## config.mk

```make
export PLATFORM = sky130hd
export DESIGN_NAME = div_clk_ctrl
export DESIGN_NICKNAME = d
export VERILOG_FILES = /design/src/rtl/div_clk_ctrl.sv
export SDC_FILE = /design/constraint.sdc
export NUM_CORES = 1
export LEC_CHECK = 0
export BUFFER_PORTS_ARGS = -buffer_cell sky130_fd_sc_hd__buf_2
export CAP_MARGIN = 20
export CORE_MARGIN = 2
export CORE_UTILIZATION = 45
export CTS_CLUSTER_SIZE = 8
export DETAILED_ROUTE_END_ITERATION = 12
export SYNTH_ARGS = -nofsm -noshare
export SYNTH_HDL_FRONTEND = slang
export SYNTH_SLANG_ARGS = --single-unit
```

## constraint.sdc

```tcl
create_clock -name clk_in_i -period 5.1 [get_ports clk_in_i]
set_input_delay 0.765 -clock clk_in_i [delete_from_list [all_inputs] [get_ports clk_in_i]]
set_output_delay 0.765 -clock clk_in_i [all_outputs]
set_load 0.01 [all_outputs]
```

## src/rtl/div_clk_ctrl.sv

```systemverilog
// Run/stop and ratio controller for a divided clock with glitch-free start/stop.
// Optional DIV_CLK_CTRL_TICK_EN adds a registered tick_out_o pulse on every rising clk_out_o.
module div_clk_ctrl #(
  parameter int WIDTH        = 8,
  parameter int DEFAULT_HALF = 4
) (
  input  logic             clk_in_i,
  input  logic             rst_n_i,
  input  logic             en_i,
  input  logic [WIDTH-1:0] cfg_half_i,
  input  logic             cfg_valid_i,
  output logic             cfg_ready_o,
  output logic             clk_out_o,
  output logic             running_o,
  output logic [1:0]       state_o
`ifdef DIV_CLK_CTRL_TICK_EN
  ,
  output logic             tick_out_o
`endif
);

  typedef enum logic [1:0] {IDLE = 2'd0, RUN = 2'd1, STOP = 2'd2} state_t;

  state_t           state_q, state_d;
  logic [WIDTH-1:0] cnt_q, cnt_d;
  logic [WIDTH-1:0] half_act_q, half_act_d;
  logic [WIDTH-1:0] half_pend_q, half_pend_d;
  logic             pend_q, pend_d;
  logic             clk_q, clk_d;
  logic             accept, term, boundary, to_idle;
  logic [WIDTH-1:0] cfg_val;

  // Handshake: a config transfers on any edge where cfg_valid_i && cfg_ready_o.
  assign accept   = cfg_valid_i && !pend_q;
  assign cfg_val  = (cfg_half_i == '0) ? WIDTH'(1) : cfg_half_i;
  assign term     = (cnt_q == half_act_q - WIDTH'(1));
  assign boundary = term && clk_q;

  always_ff @(posedge clk_in_i or negedge rst_n_i) begin
    if (!rst_n_i) begin
      state_q     <= IDLE;
      cnt_q       <= '0;
      half_act_q  <= WIDTH'(DEFAULT_HALF);
      half_pend_q <= '0;
      pend_q      <= 1'b0;
      clk_q       <= 1'b0;
    end else begin
      state_q     <= state_d;
      cnt_q       <= cnt_d;
      half_act_q  <= half_act_d;
      half_pend_q <= half_pend_d;
      pend_q      <= pend_d;
      clk_q       <= clk_d;
    end
  end

  always_comb begin
    state_d     = state_q;
    cnt_d       = cnt_q;
    clk_d       = clk_q;
    half_act_d  = half_act_q;
    half_pend_d = half_pend_q;
    pend_d      = pend_q;
    to_idle     = 1'b0;
    case (state_q)
      IDLE: begin
        cnt_d = '0;
        clk_d = 1'b0;
        if (accept) half_act_d = cfg_val;
        if (en_i) begin
          state_d = RUN;
          clk_d   = 1'b1;
        end
      end
      RUN, STOP: begin
        // Stop only from a low level or at the falling edge, so no phase is cut short.
        if (!en_i && (!clk_q || boundary)) to_idle = 1'b1;
        else state_d = en_i ? RUN : STOP;
        if (term) begin
          cnt_d = '0;
          clk_d = ~clk_q;
          if (boundary && pend_q) begin
            half_act_d = half_pend_q;
            pend_d     = 1'b0;
          end
        end else begin
          cnt_d = cnt_q + WIDTH'(1);
        end
        if (accept) begin
          half_pend_d = cfg_val;
          pend_d      = 1'b1;
        end
        if (to_idle) begin
          state_d = IDLE;
          cnt_d   = '0;
          clk_d   = 1'b0;
          pend_d  = 1'b0;
          if (accept)      half_act_d = cfg_val;
          else if (pend_q) half_act_d = half_pend_q;
        end
      end
      default: state_d = IDLE;
    endcase
  end

  assign cfg_ready_o = !pend_q;
  assign clk_out_o   = clk_q;
  assign running_o   = (state_q != IDLE);
  assign state_o     = state_q;

`ifdef DIV_CLK_CTRL_TICK_EN
  logic tick_q;
  always_ff @(posedge clk_in_i or negedge rst_n_i) begin
    if (!rst_n_i) tick_q <= 1'b0;
    else          tick_q <= clk_d && !clk_q;
  end
  assign tick_out_o = tick_q;
`endif

endmodule
```

==> summary.txt <==
Drt
  • Routed via count: 1292
  • Drt pass-1 iters: 4
  • Drt wl/cell: 13.78 um
  • Final WL: 3210 um
  • Drt drc: 0
  • Antenna-violating nets left: 0
  • DRT iter0 DRCs: 55
  • Vias per Instance: 5.545

Global routing
  • Initial antenna violation count: 0
  • GRT Util Overall: 0.1735
  • Largest net degree at the start of global routing: 29
  • Vias in the first global route: 1246
  • First-pass GRT wire length: 5816 um
  • Congestion Overflow GR: 0

Floorplanning
  • Die Span Y: 65.13 um
  • Starting density of the core: 0.4628
  • Ports: 17
  • Die area: 4242 um2
  • Rows: 22
  • Core footprint: 3633 um2
  • Die width: 65.13 um

Pwr
  • Worst VDD drop: 0.3344 mV
  • Leak: 0.8225 nW
  • Total power: 1.090 mW
  • PD cells: 593.9 nW/um2

Synthesis
  • Yosys top cell area share: 0.4018
  • Async set-reset flop share out of synthesis: 1.000
  • Syn Area/Cell: 9.777 um2
  • FF+latch count, synth: 28
  • Gate Count Post-Synth: 172
  • Syn nets: 188
  • Sequential share of the synthesized area: 0.4174
  • Post-Synthesis Cell Area: 1682 um2
  • Commonest register cell after synthesis: dfrtp_1
  • Ranking of synthesized cells by area: dfrtp_1, mux2_2, mux2_4, nand2_1, xnor2_1
  • Synth cell types: 45
  • Ys Warns: 0
  • Leading area contributor after synthesis: dfrtp_1
  • Number of synthesized flops with an enable pin: 0

Hold path
  • Hold WC Path Type: in -> async

Cells and area
  • Layout cells sized above 1: 0.2054
  • Area Overhead vs Synth: 9.152%
  • Nets: 202
  • Final core utilization: 0.5052
  • # diodes: 0

Clocking
  • Setup repair bufs after CTS: 0
  • CTS max path bufs: 2
  • CTS buffer count: 3
  • CTS tree: done
  • CTS clk-pin slew, worst paths: 0.09 ns
  • Cts hold-fix bufs: 0
  • CTS Sinks: 28
  • Post-CTS resize count: 0
  • H-tree depth: 1
  • Clk_lat worst skew: 0.27 ns
  • Root Buffer Master: clkbuf_8

Timing
  • Final Hold Viols: 0
  • Layout Skew: 0.004840 ns
  • Fin crit period: 2.656 ns
  • Final TNS setup: 0 ns
  • Final setup fails: 0
  • Maximum clock frequency: 0.3765 GHz
  • Fin. max-slew vios: 0
  • Tcrit/Tclk final: 0.5208
  • Actual slew at the worst max-slew pin: 0.6107 ns
  • Rel. slew slack: 0.5928
  • RSZ-0062 raised after global routing: no

Setup path
  • Cells along the critical path: inv_1 -> ha_1 -> xor2_1 -> o211ai_1 -> a2111oi_2 -> o211ai_2 -> a31o_1 -> mux2_4
  • Reg2reg setup slack: 2.44 ns
  • Endpoint class of the critical path: flop
  • Critical Path Slowest Stage Cell: dfrtp_1
  • Largest stage delay on the critical path: 0.48 ns
  • CP Max Fanout: 10
  • WS Path Type: reg -> reg
  • CP Data Arrival Time: 2.82 ns
  • Worst Setup Start Kind: flop
  • CP required: 5.26 ns

Outcome
  • Status: completed

Placement
  • IO buf count: 16
  • DP Wirelength: 2402 um
  • Gp weighted congestion: 0.7856

Flow run
  • MaxCap Viol Count: 0
[per-stage QoR]
stage,cell area [um2],worst slack (ns),hold slack (ns),instances
after floorplan,1682,2.690,0.4694,172
after global placement,1780,2.514,0.4878,229
after detailed placement,1780,2.449,0.4956,229
after CTS,1836,2.423,0.5124,233
after global routing,1836,2.159,0.5332,233
final,1836,2.444,0.4880,233
[area by class of cell]
cell class	count	area, um2
repair buffers	16	80.08
clock buffers	4	55.05
fillers	365	1798
flip-flops and latches	28	701.9
multi-input cells	126	897.1
well taps	48	60.06
inverters	11	41.29
[where the power goes]
part	switching (mW)	internal (mW)	total, mW	leakage [nW]
Clock	0.0675	0.0691	0.137	0.0288
Combinational	0.288	0.264	0.552	0.440
Sequential	0.0904	0.311	0.401	0.354
[critical path: cells and delay by family (launching register included)]
family                   cells  cell delay, ns
adder cells (fa/ha/maj)      1            0.30
flip-flops                   1            0.48
XOR/XNOR                     1            0.15
multiplexers                 1            0.35
AO/OA/AOI/OAI                4            1.18
buffers and inverters        1            0.07
[placed cells by master, fill, tap and decap left out, types with 2 or more instances in the layout]
master / n
mux2i_1: 3
mux2_4: 5
clkbuf_8: 4
a31oi_1: 2
dfrtp_1: 27
a22oi_1: 2
nand3b_1: 2
a22o_1: 5
a211oi_1: 2
nor2_1: 11
a21oi_1: 8
buf_2: 16
nand2_1: 17
inv_1: 11
nand4_1: 2
o211ai_1: 2
mux2_2: 7
xor2_1: 5
xnor2_1: 7
o21ai_0: 6
nand2b_1: 2
nand3_1: 8
ha_1: 4
nor3_1: 5
nor4_1: 2
[synthesized netlist by cell type (2+ instances only)]
master     n
a211oi_1   2
a21oi_1    8
a22o_1     5
a22oi_1    2
a31oi_1    2
buf_6      2
clkbuf_1   5
dfrtp_1   27
ha_1       4
inv_1     11
mux2_2     7
mux2_4     5
mux2i_1    3
nand2_1   17
nand2b_1   2
nand3_1    8
nand3b_1   2
nand4_1    2
nor2_1    11
nor3_1     5
nor4_1     2
o211ai_1   2
o21ai_0    6
xnor2_1    7
xor2_1     5
[path summary, 6_finish.rpt]
| kind | end | from | cells after the start |
|---|---|---|---|
| setup / recovery | flop | flop | 8 |
| hold / removal | cnt_q[0] | rst_n_i | 1 |
| max in group asynchronous | async pin | rst_n_i | 1 |
| setup reg to reg | flop | flop | 8 |
| hold reg to reg | half_pend_q[7] | half_pend_q[7] | 1 |
| min in group clk_in_i | half_pend_q[7] | half_pend_q[7] | 1 |
[per-layer routing]
metal | track usage | routed length, um
met1 | 0.2469 | 1584
met2 | 0.2771 | 1506
met3 | 0.02740 | 93
met4 | 0.04688 | 26
met5 | 0 | 0
[kinds of logic after synthesis]
kind of cell	synth area share
XOR/XNOR	0.06250
buffers and inverters	0.04911
flip-flops	0.4174
AO/OA/AOI/OAI	0.1689
adder cells (fa/ha/maj)	0.02976
AND/OR/NAND/NOR	0.1630
multiplexers	0.1094
Power figures use the tool's default switching activity.
